**config.mk**
```make
export PLATFORM = sky130hd
export DESIGN_NAME = mem_access_stage
export DESIGN_NICKNAME = d
export VERILOG_FILES = /design/src/rtl/riscv_pkg.sv /design/src/rtl/lsu_align.sv /design/src/rtl/mem_access_stage.sv
export SDC_FILE = /design/constraint.sdc
export NUM_CORES = 1
export LEC_CHECK = 0
export ABC_AREA = 1
export CORE_MARGIN = 4
export CORE_UTILIZATION = 42
export DETAILED_ROUTE_END_ITERATION = 12
export HOLD_SLACK_MARGIN = 0.02
export PLACE_DENSITY = 0.91
export SYNTH_ARGS = -nofsm -noshare
export SYNTH_HDL_FRONTEND = slang
export SYNTH_SLANG_ARGS = --single-unit
```
**constraint.sdc**
```tcl
create_clock -name clk -period 4.4 [get_ports clk]
set_clock_uncertainty 0.05 [all_clocks]
set_input_delay 0.88 -clock clk [delete_from_list [all_inputs] [get_ports clk]]
set_output_delay 0.88 -clock clk [all_outputs]
set_load 0.01 [all_outputs]
```
**src/rtl/riscv_pkg.sv**
```systemverilog
// Shared definitions for the load/store path: data width, funct3 width codes
// and the memory-stage FSM states.
package riscv_pkg;

  localparam int XLEN = 32;

  localparam logic [2:0] F3_B  = 3'b000;
  localparam logic [2:0] F3_H  = 3'b001;
  localparam logic [2:0] F3_W  = 3'b010;
  localparam logic [2:0] F3_BU = 3'b100;
  localparam logic [2:0] F3_HU = 3'b101;

  typedef enum logic {
    MEM_IDLE,
    MEM_WAIT
  } mem_state_t;

endpackage

```
**src/rtl/lsu_align.sv**
```systemverilog
// Combinational load/store lane logic: store byte-enables and lane replication,
// load byte/half extraction with sign or zero extension, and access fault detection.
module lsu_align
  import riscv_pkg::*;
#(
  parameter bit ALIGN_CHECK = 1'b1
) (
  input  logic [2:0]      funct3,
  input  logic [1:0]      addr_lo,
  input  logic [XLEN-1:0] rs2_data,
  input  logic [XLEN-1:0] rdata,
  output logic [3:0]      be,
  output logic [XLEN-1:0] wdata,
  output logic [XLEN-1:0] load_data,
  output logic            fault
);

  logic [7:0]  byte_sel;
  logic [15:0] half_sel;
  logic        illegal;
  logic        misaligned;

  always_comb begin
    case (addr_lo)
      2'd0:    byte_sel = rdata[7:0];
      2'd1:    byte_sel = rdata[15:8];
      2'd2:    byte_sel = rdata[23:16];
      default: byte_sel = rdata[31:24];
    endcase
    half_sel = addr_lo[1] ? rdata[31:16] : rdata[15:0];
  end

  // funct3[1:0] gives the access size for stores; BU/HU share the B/H encodings
  always_comb begin
    be        = 4'b0000;
    wdata     = rs2_data;
    load_data = '0;
    case (funct3[1:0])
      2'b00: begin
        be    = 4'b0001 << addr_lo;
        wdata = {4{rs2_data[7:0]}};
      end
      2'b01: begin
        be    = 4'b0011 << {addr_lo[1], 1'b0};
        wdata = {2{rs2_data[15:0]}};
      end
      default: begin
        be    = 4'b1111;
        wdata = rs2_data;
      end
    endcase

    case (funct3)
      F3_B:    load_data = {{(XLEN-8){byte_sel[7]}}, byte_sel};
      F3_H:    load_data = {{(XLEN-16){half_sel[15]}}, half_sel};
      F3_W:    load_data = rdata;
      F3_BU:   load_data = {{(XLEN-8){1'b0}}, byte_sel};
      F3_HU:   load_data = {{(XLEN-16){1'b0}}, half_sel};
      default: load_data = '0;
    endcase

    illegal    = (funct3 == 3'b011) || (funct3[2:1] == 2'b11);
    misaligned = ALIGN_CHECK &&
                 (((funct3[1:0] == 2'b01) && addr_lo[0]) ||
                  ((funct3[1:0] == 2'b10) && (addr_lo != 2'b00)));
    fault      = illegal | misaligned;
  end

endmodule

```
**src/rtl/mem_access_stage.sv**
```systemverilog
// Memory-access stage: data memory handshake FSM with timeout, stall generation,
// fault pulse and the MEM/WB pipeline register.
module mem_access_stage
  import riscv_pkg::*;
#(
  parameter bit ALIGN_CHECK    = 1'b1,
  parameter int TIMEOUT_CYCLES = 255
) (
  input  logic            clk,
  input  logic            rst,
  input  logic            ex_mem_valid,
  input  logic            ex_mem_mem_read,
  input  logic            ex_mem_mem_write,
  input  logic [2:0]      ex_mem_funct3,
  input  logic [XLEN-1:0] ex_mem_alu_result,
  input  logic [XLEN-1:0] ex_mem_rs2_data,
  input  logic [1:0]      ex_mem_mem_to_reg,
  input  logic            ex_mem_reg_write,
  input  logic [4:0]      ex_mem_rd,
  input  logic [XLEN-1:0] ex_mem_pc_plus_4,
  output logic            dmem_req,
  output logic            dmem_we,
  output logic [XLEN-1:0] dmem_addr,
  output logic [XLEN-1:0] dmem_wdata,
  output logic [3:0]      dmem_be,
  input  logic            dmem_ready,
  input  logic [XLEN-1:0] dmem_rdata,
  output logic            mem_stall,
  output logic            mem_fault_o,
  output logic            mem_wb_valid,
  output logic            mem_wb_reg_write,
  output logic [4:0]      mem_wb_rd,
  output logic [1:0]      mem_wb_mem_to_reg,
  output logic [XLEN-1:0] mem_wb_alu_result,
  output logic [XLEN-1:0] mem_wb_pc_plus_4,
  output logic [XLEN-1:0] mem_wb_load_data
);

  if (XLEN != 32) begin : g_xlen_check
    $error("mem_access_stage supports XLEN == 32 only");
  end

  localparam int CW = (TIMEOUT_CYCLES > 0) ? $clog2(TIMEOUT_CYCLES + 1) : 1;

  mem_state_t      state, state_next;
  logic [CW-1:0]   wait_cnt;
  logic [3:0]      lane_be;
  logic [XLEN-1:0] lane_wdata;
  logic [XLEN-1:0] lane_load;
  logic            lane_fault;
  logic            mem_op;
  logic            fault_op;
  logic            legal_op;
  logic            timeout_hit;
  logic            done_ok;
  logic            abort;
  logic            fault_now;

  lsu_align #(
    .ALIGN_CHECK(ALIGN_CHECK)
  ) u_lsu_align (
    .funct3    (ex_mem_funct3),
    .addr_lo   (ex_mem_alu_result[1:0]),
    .rs2_data  (ex_mem_rs2_data),
    .rdata     (dmem_rdata),
    .be        (lane_be),
    .wdata     (lane_wdata),
    .load_data (lane_load),
    .fault     (lane_fault)
  );

  assign mem_op      = ex_mem_valid & (ex_mem_mem_read | ex_mem_mem_write);
  assign fault_op    = mem_op & lane_fault;
  assign legal_op    = mem_op & ~lane_fault;
  assign timeout_hit = (TIMEOUT_CYCLES != 0) && (wait_cnt == CW'(TIMEOUT_CYCLES));
  assign fault_now   = fault_op | abort;

  // Address and data come straight from EX/MEM, which the stall keeps frozen during WAIT
  assign dmem_we    = ex_mem_mem_write;
  assign dmem_addr  = {ex_mem_alu_result[XLEN-1:2], 2'b00};
  assign dmem_wdata = lane_wdata;
  assign dmem_be    = ex_mem_mem_write ? lane_be : 4'b0000;

  always_comb begin
    state_next = state;
    dmem_req   = 1'b0;
    mem_stall  = 1'b0;
    done_ok    = 1'b0;
    abort      = 1'b0;
    if (!rst) begin
      case (state)
        MEM_IDLE: begin
          if (legal_op) begin
            dmem_req = 1'b1;
            if (dmem_ready) begin
              done_ok = 1'b1;
            end else begin
              mem_stall  = 1'b1;
              state_next = MEM_WAIT;
            end
          end
        end
        MEM_WAIT: begin
          if (timeout_hit) begin
            abort      = 1'b1;
            state_next = MEM_IDLE;
          end else begin
            dmem_req = 1'b1;
            if (dmem_ready) begin
              done_ok    = 1'b1;
              state_next = MEM_IDLE;
            end else begin
              mem_stall = 1'b1;
            end
          end
        end
        default: state_next = MEM_IDLE;
      endcase
    end
  end

  always_ff @(posedge clk) begin
    if (rst) begin
      state    <= MEM_IDLE;
      wait_cnt <= '0;
    end else begin
      state <= state_next;
      if ((state == MEM_WAIT) && mem_stall) begin
        wait_cnt <= wait_cnt + CW'(1);
      end else begin
        wait_cnt <= '0;
      end
    end
  end

  // Stalled cycles push a bubble into writeback; everything else moves one stage on
  always_ff @(posedge clk) begin
    if (rst) begin
      mem_fault_o       <= 1'b0;
      mem_wb_valid      <= 1'b0;
      mem_wb_reg_write  <= 1'b0;
      mem_wb_rd         <= '0;
      mem_wb_mem_to_reg <= '0;
      mem_wb_alu_result <= '0;
      mem_wb_pc_plus_4  <= '0;
      mem_wb_load_data  <= '0;
    end else begin
      mem_fault_o <= fault_now;
      if (mem_stall) begin
        mem_wb_valid     <= 1'b0;
        mem_wb_reg_write <= 1'b0;
      end else begin
        mem_wb_valid      <= ex_mem_valid;
        mem_wb_reg_write  <= ex_mem_reg_write & ~fault_now;
        mem_wb_rd         <= ex_mem_rd;
        mem_wb_mem_to_reg <= ex_mem_mem_to_reg;
        mem_wb_alu_result <= ex_mem_alu_result;
        mem_wb_pc_plus_4  <= ex_mem_pc_plus_4;
        mem_wb_load_data  <= (done_ok && ex_mem_mem_read) ? lane_load : '0;
      end
    end
  end

endmodule

```
==> flow_summary_export.csv, run 1 <==
group,metric,value,unit
outcome,status,"finished, final reports clean",
sta,period_share,87.00,%
clock_tree,path_clk_slew,50,ps
sta,fmax,0.2612,GHz
logic_synthesis,synth_area_per_cell,7.075,um^2
clock_tree,clkSinkCount,115,
clock_tree,cts_resized,0,
logic_synthesis,ys_seq_area_share,39.59,%
global_route,antenna_found_initial,0,
floorplan,placementRows,42,
route,wl_met3,2208,um
power,p_leak,3.991,nW
global_route,grt_pass1_vias,6385,
finish,diodes,0,
logic_synthesis,syn_area,5816,um^2
power,peakVddDrop,0.0002274,V
finish,drive_gt1_share,4.735,%
worst_setup_path,worstSetupStartpointType,"primary input",
route,ant_nets,0,
route,wl_met2,10670,um
logic_synthesis,synth_warnings,0,
global_route,grt_overflow_total,0,
route,wl,21830,um
logic_synthesis,synth-xor-area-share,0.9036,%
sta,setup_tns,0,ps
global_route,grt_pass1_wl,33580,um
placed_design,dp_hpwl,15490,um
floorplan,fp.dieH,125.7,um
floorplan,start_util,43.40,%
global_route,grt_max_degree,177,
route,viasPerCell,5.386,
worst_setup_path,worstSetupPathType,"in2out",
clock_tree,clockBufferDepth,2,
route,wl_per_cell,17.43,um
finish,top_regs,"mem_wb_alu_result: 32 flops, mem_wb_load_data: 32 flops, mem_wb_pc_plus_4: 32 flops",
clock_tree,h-tree-depth,4,
route,wl_met1,8007,um
logic_synthesis,synthCells,822,
logic_synthesis,ys_ff_latch,115,
floorplan,die_area,15790,um^2
route,highest_layer,"met4",
sta,rsz0062_at_grt,"false",
placed_design,dp_cells,1222,
finish,fin_util,69.42,%
logic_synthesis,ys_types,30,
logic_synthesis,synth-compound-area-share,8.111,%
logic_synthesis,yosys.area_share.simple,36.32,%
clock_tree,ctsHoldBuffers,0,
flow_run,maxCapViolations,0,
finish,mostFrequentLayoutCells,"clkdlybuf4s50_1 (319), nand2_1 (204), dfxtp_1 (115)",
worst_setup_path,reg2reg_slack,2060,ps
placed_design,place.gp.congestion,0.9718,
min_path,holdCritPathClass,"reg2reg",
clock_tree,postCtsSetupRepairBufs,0,
route,first_pass_iters,5,
logic_synthesis,synth_top_family_by_area,"simple AND/OR/NAND/NOR gates",
clock_tree,cts_root_buf,"clkbuf_16",
sta,slew_viol_final,0,
sta,fin_crit,3828,ps
sta,worst_slew_pin_slew,1113,ps
clock_tree,clock_latency,400,ps
route,drt_iter0_drc,386,
logic_synthesis,synth_fa_ha_area_share,0.2151,%
worst_setup_path,required,3470,ps
clock_tree,cts_tree,"yes",
finish,final_nets,1211,
route,drc,0,
placed_design,numPortBuffers,319,
route,vias,6749,
worst_setup_path,crit_path_max_fanout,10,
floorplan,coreArea,13400,um^2
sta,setup_viol,0,
floorplan,die_w,125.7,um
finish,syn2layout_area_growth,59.96,%
power,p_per_area,343.3,nW/um^2
floorplan,ios,322,
sta,final-hold-violation-count,0,
clock_tree,cts_made_buffers,17,
finish,final_common_cell,"clkdlybuf4s50_1",
worst_setup_path,end_kind,"output pin",
finish,final_cells,1253,
worst_setup_path,crit_arrival,2900,ps
sta,slew_headroom,25.81,%
global_route,grt_usage,26.39,%
logic_synthesis,yosys-mux-area-fraction,0,%
-- cell usage after synthesis, drive strengths merged --
cell type,instances,area share [%]
inv,57,3.7
o22ai,1,0.11
a21oi,39,3.4
dfxtp,115,40
clkbuf,36,2.3
nor2,36,2.7
nor3,1,0.086
o21ai,42,3.6
clkinv,3,0.19
nand3,88,7.7
nand4,112,12
buf,69,8.6
conb,1,0.064
a211oi,1,0.13
o211ai,7,0.90
ha,1,0.22
nand2,207,13
xor2,4,0.60
xnor2,2,0.30
-- area by class of cell --
| type | instances | area, um^2 |
|---|---|---|
| clock inverters | 8 | 125.1 |
| multi-input cells | 543 | 2666 |
| well taps | 176 | 220.2 |
| inverters | 60 | 227.7 |
| flip-flops and latches | 115 | 2302 |
| fillers | 1063 | 4098 |
| repair buffers | 328 | 3273 |
| clock buffers | 23 | 488.0 |
-- routing by layer --
metal	up-vias	GRT usage [%]
li1	3239	-
met1	3070	29.05
met2	384	44.71
met3	56	9.568
met4	0	13.58
met5	-	0
-- worst max-delay path, cell delays in order --
cell	delay (ps)
clkdlybuf4s50_1	550
nor2_4	280
nand2_1	90
nand2_1	130
nand4_1	150
nand2_4	90
nand2_2	50
nor2_1	110
clkdlybuf4s50_1	550
-- cells by family after synthesis --
| group | Yosys count |
|---|---|
| buf+inv | 165 |
| fa+ha+maj | 1 |
| compound gates | 90 |
| flops | 115 |
| xor+xnor | 6 |
| simple gates | 444 |
| other cells | 1 |
-- through the flow --
step	hold WS, ps	total power [mW]	instance area, um^2	worst slack (ps)
floorplan	367.6	1.435	5819	1600
global placement	379.0	1.788	8690	633.8
global route	430.7	3.318	9303	495.2
detailed placement	393.4	1.798	8690	582.5
CTS	413.4	3.217	9303	586.1
finish	414.4	3.193	9303	572.1
-- report_power, final --
group          switching [mW]  internal (mW)
registers              0.0304           1.10
clock network           0.467          0.946
logic                   0.315          0.336
-- path summary, 6_finish.rpt --
| kind | start | cells past startpoint | to |
|---|---|---|---|
| setup / recovery | ex_mem_alu_result[1] | 9 | mem_stall |
| hold / removal | wait_cnt[0] | 1 | wait_cnt[0] |
| setup reg to reg | wait_cnt[0] | 9 | wait_cnt[6] |
| hold reg to reg | wait_cnt[0] | 1 | wait_cnt[0] |
Power figures use the tool's default switching activity.
==> inputs of run 2 (changes only) <==
--- a/config.mk
+++ b/config.mk
@@ -6,7 +6,8 @@
 export NUM_CORES = 1
 export LEC_CHECK = 0
 export ABC_AREA = 1
-export CORE_MARGIN = 4
+export CORE_ASPECT_RATIO = 0.8
+export CORE_MARGIN = 3
 export CORE_UTILIZATION = 42
 export DETAILED_ROUTE_END_ITERATION = 12
 export HOLD_SLACK_MARGIN = 0.02
==> flow_summary_export.csv, run 2 (synthesis results as in run 1) <==
group,metric,value,unit
finish,syn2layout_area_growth,60.46,%
clock_tree,h-tree-depth,4,
min_path,hold_depth,1,
sta,slew_headroom,27.21,%
finish,final_nets,1215,
flow_run,maxCapViolations,0,
global_route,grt_pass1_vias,6241,
sta,worst_slew_pin_slew,1092,ps
power,p_clk_share,44.3,%
sta,setup_viol,0,
route,viasPerCell,5.332,
route,ant_nets,0,
sta,slew_viol_final,0,
power,p_per_area,344.1,nW/um^2
clock_tree,ctsHoldBuffers,0,
placed_design,place.gp.congestion,0.9515,
finish,mostFrequentLayoutCells,"clkdlybuf4s50_1 (319), nand2_1 (204), dfxtp_1 (115)",
route,wl,22630,um
clock_tree,clock_latency,400,ps
worst_setup_path,worstSetupStartpointType,"primary input",
sta,final-hold-violation-count,0,
clock_tree,path_clk_slew,60,ps
global_route,antenna_found_initial,0,
sta,fin_crit,3782,ps
power,p_leak,4.012,nW
sta,setup_ws,617.5,ps
clock_tree,postCtsSetupRepairBufs,0,
finish,final_common_cell,"clkdlybuf4s50_1",
sta,period_share,85.97,%
power,power.switching,849.9,uW
power,peakVddDrop,0.0003125,V
route,drt_iter0_drc,738,
floorplan,die_w,137.6,um
min_path,holdCritPathClass,"reg2reg",
placed_design,place_ws,625.6,ps
floorplan,fp.dieH,111.3,um
power,p_comb_share,20.5,%
clock_tree,cts_tree,"yes",
floorplan,coreArea,13190,um^2
clock_tree,cts_resized,0,
floorplan,ios,322,
global_route,grt_max_degree,105,
finish,drive_gt1_share,5.176,%
route,drc,0,
global_route,grt_overflow_total,0,
worst_setup_path,crit_path_max_fanout,12,
worst_setup_path,required,3470,ps
clock_tree,cts_made_buffers,17,
sta,fmax,0.2644,GHz
finish,top_regs,"mem_wb_alu_result: 32 flops, mem_wb_load_data: 32 flops, mem_wb_pc_plus_4: 32 flops",
finish,multiInputGateArea,2666,um^2
global_route,grt_usage,28.63,%
placed_design,numPortBuffers,319,
clock_tree,clockBufferDepth,2,
power,switching_share,26.47,%
placed_design,dp_hpwl,16470,um
route,first_pass_iters,8,
route,vias,6702,
finish,seqCellArea,2302,um^2
clock_tree,cts_root_buf,"clkbuf_16",
worst_setup_path,r2r_end,"wait_cnt[1]",
worst_setup_path,worstSetupPathType,"in2out",
min_path,hold_end,"wait_cnt[0]",
min_path,min_from,"wait_cnt[0]",
worst_setup_path,end_kind,"output pin",
finish,diodes,0,
power,p_int,2.361,mW
floorplan,start_util,44.08,%
power,seqPwrFrac,35.2,%
route,wl_per_cell,18.00,um
clock_tree,clkSinkCount,115,
floorplan,placementRows,37,
sta,setup_tns,0,ps
global_route,grt_pass1_wl,34640,um
floorplan,die_area,15300,um^2
finish,nFillCells,1063,
worst_setup_path,timing.rr.start,"wait_cnt[0]",
sta,rsz0062_at_grt,"false",
outcome,status,"finished, final reports clean",
worst_setup_path,reg2reg_slack,2120,ps
worst_setup_path,crit_arrival,2850,ps
worst_setup_path,r2r_cells,9,
run 2: changes by cell type in the layout (fill, tap and decap cells not counted):
| cell | delta |
|---|---|
| buf_4 | +4 |
| clkbuf_8 | -2 |
| clkinv_4 | +3 |
| clkinvlp_4 | -1 |
| inv_6 | +1 |
run 2: final cells by class:
cell class | instances | area share, %
multi-input cells | 543 | 28.57
inverters | 60 | 2.440
well taps | 175 | 2.346
clock inverters | 11 | 1.636
flip-flops and latches | 115 | 24.67
repair buffers | 332 | 35.40
clock buffers | 21 | 4.934
run 2: how the worst max path moves through the flow:
stage / startpoint / to / slack, ps
floorplan: ex_mem_alu_result[0] / mem_stall / 1600
global placement: ex_mem_funct3[0] / dmem_wdata[27] / 640
detailed placement: ex_mem_funct3[1] / mem_stall / 630
CTS: ex_mem_funct3[1] / mem_stall / 620
global route: ex_mem_funct3[0] / mem_stall / 490
finish: ex_mem_funct3[1] / mem_stall / 620
run 2: critical path, cell delays in order:
cell and delay, ps:
clkdlybuf4s50_1 590, nor2_4 70, buf_4 180, nand2_1 110, nand4_1 170, nand2_4 100
nand2_2 50, nor2_1 110, clkdlybuf4s50_1 590
run 2: stage by stage:
stage          instances  power, mW  hold slack [ps]  area [um^2]  util (%)
5_1_grt             1257      3.330            434.0         9331     70.73
2_1_floorplan        823      1.435            367.6         5819         -
3_5_place_dp        1225      1.801            394.2         8718     66.08
4_1_cts             1257      3.226            405.4         9331     70.73
6_report            1257      3.211            409.3         9331     70.73
3_3_place_gp        1225      1.791            378.1         8718     66.08
run 2: per-layer routing:
layer | GRT usage (%) | wire length (um) | vias to the layer above | share of wire [%]
met5 | 0 | 0 | - | 0
met4 | 7.979 | 408 | 0 | 1.8
met3 | 7.350 | 1680 | 30 | 7.4
met2 | 45.25 | 10770 | 297 | 48
met1 | 38.52 | 9770 | 3128 | 43
li1 | - | - | 3247 | -
run 2: power by group through the flow:
stage | logic [mW] | clock network [mW] | registers (mW)
6_report | 0.660 | 1.42 | 1.13
5_1_grt | 0.706 | 1.49 | 1.13
4_1_cts | 0.656 | 1.44 | 1.13
3_5_place_dp | 0.651 | 0 | 1.15
3_3_place_gp | 0.645 | 0 | 1.15
2_1_floorplan | 0.261 | 0 | 1.17
==> inputs of run 3 (changes only) <==
--- a/config.mk
+++ b/config.mk
@@ -10,6 +10,7 @@
 export CORE_MARGIN = 3
 export CORE_UTILIZATION = 42
 export DETAILED_ROUTE_END_ITERATION = 12
+export GPL_ROUTABILITY_DRIVEN = 0
 export HOLD_SLACK_MARGIN = 0.02
 export PLACE_DENSITY = 0.91
 export SYNTH_ARGS = -nofsm -noshare
==> flow_summary_export.csv, run 3 (synthesis results as in run 1) <==
group,metric,value,unit
placed_design,placed_area,8718,um^2
route,first_pass_iters,5,
finish,drive_gt1_share,5.268,%
min_path,holdCritPathClass,"reg2reg",
finish,top_regs,"mem_wb_alu_result: 32 flops, mem_wb_load_data: 32 flops, mem_wb_pc_plus_4: 32 flops",
clock_tree,clockBufferDepth,2,
floorplan,die_w,137.6,um
finish,diodes,0,
finish,final_nets,1215,
floorplan,die_area,15300,um^2
sta,period_share,91.17,%
route,drc,0,
global_route,grt_usage,27.34,%
worst_setup_path,worstSetupStartpointType,"primary input",
sta,slew_viol_final,0,
floorplan,coreArea,13190,um^2
route,vias,6728,
flow_run,maxCapViolations,0,
worst_setup_path,crit_path_max_fanout,13,
worst_setup_path,critPathSlowestCell,"clkdlybuf4s50_1",
clock_tree,clock_latency,390,ps
clock_tree,cts_root_buf,"clkbuf_16",
floorplan,start_util,44.08,%
finish,fin_area,9330,um^2
route,ant_nets,0,
clock_tree,postCtsSetupRepairBufs,0,
sta,final-hold-violation-count,0,
global_route,antenna_found_initial,0,
floorplan,placementRows,37,
placed_design,dp_hpwl,15950,um
global_route,grt_overflow_total,0,
route,viasPerCell,5.352,
route,drt_iter0_drc,640,
power,p_per_area,341.6,nW/um^2
power,total_power,3.187,mW
floorplan,fp.dieH,111.3,um
clock_tree,path_clk_slew,50,ps
sta,setup_tns,0,ps
outcome,status,"finished, final reports clean",
worst_setup_path,cpMostUsedCell,"clkdlybuf4s50_1",
global_route,grt_pass1_vias,6199,
global_route,grt_max_degree,105,
power,p_leak,4.018,nW
clock_tree,cts_tree,"yes",
sta,setup_viol,0,
worst_setup_path,crit_arrival,3080,ps
floorplan,ios,322,
sta,slew_headroom,26.82,%
clock_tree,cts_made_buffers,17,
clock_tree,clkSinkCount,115,
worst_setup_path,end_kind,"output pin",
clock_tree,h-tree-depth,4,
clock_tree,ctsHoldBuffers,0,
sta,fin_crit,4012,ps
finish,syn2layout_area_growth,60.43,%
global_route,grt_pass1_wl,33560,um
worst_setup_path,cpPeakStageDelay,590,ps
sta,worst_slew_pin_slew,1098,ps
clock_tree,cts_resized,0,
finish,mostFrequentLayoutCells,"clkdlybuf4s50_1 (319), nand2_1 (204), dfxtp_1 (115)",
route,wl,21880,um
route,wl_per_cell,17.40,um
finish,final_common_cell,"clkdlybuf4s50_1",
placed_design,numPortBuffers,319,
worst_setup_path,worstSetupPathType,"in2out",
worst_setup_path,required,3470,ps
worst_setup_path,worstPathCellList,"clkdlybuf4s50_1, inv_1, nor2_4, clkinv_1, o211ai_1, clkdlybuf4s50_1",
sta,rsz0062_at_grt,"false",
power,peakVddDrop,0.0002983,V
sta,fmax,0.2493,GHz
run 3: where the power goes:
group / internal, mW / switching, mW
Combinational: 0.338 / 0.318
Sequential: 1.10 / 0.0302
Clock: 0.922 / 0.480
Total: 2.36 / 0.828
run 3: stage by stage:
step	util [%]	instances	setup WS, ps	hold WS, ps
finish	70.72	1257	388.4	407.4
global route	70.72	1257	315.1	426.5
CTS	70.72	1257	437.5	403.5
detailed placement	66.08	1225	449.4	394.3
global placement	66.08	1225	486.9	383.9
floorplan	-	823	1600	367.6
run 3: worst max-delay path: cells and delay by family:
family	cells	cell delay, ps
buffers and inverters	4	1590
AOI/OAI and AO/OA	1	320
and+or+nand+nor	1	280
run 3: layer usage:
layer / wire length [um] / part of all wire (%) / up-vias / global-route usage [%]
met3: 1844 / 8.4 / 36 / 6.987
met1: 9037 / 41 / 3149 / 36.12
met4: 482 / 2.2 / 0 / 8.710
li1: - / - / 3248 / -
met5: 0 / 0 / - / 0
met2: 10510 / 48 / 295 / 43.47
run 3: area by class of cell:
class,count,area (um^2)
timing repair buffer,332,3303
clock buffer,20,456.7
clock inverter,12,155.1
inverter,60,227.7
sequential,115,2302
fill,1041,3864
multi-input combinational,543,2666
tap,175,219.0
run 3: final timing paths:
path	cells after the start	end	start	slack [ps]
worst max-delay path	6	dmem_wdata[25]	ex_mem_funct3[0]	390
worst min-delay path	1	wait_cnt[0]	wait_cnt[0]	410
worst max register to register	9	mem_wb_load_data[31]	wait_cnt[0]	2130
worst min register to register	1	wait_cnt[0]	wait_cnt[0]	410
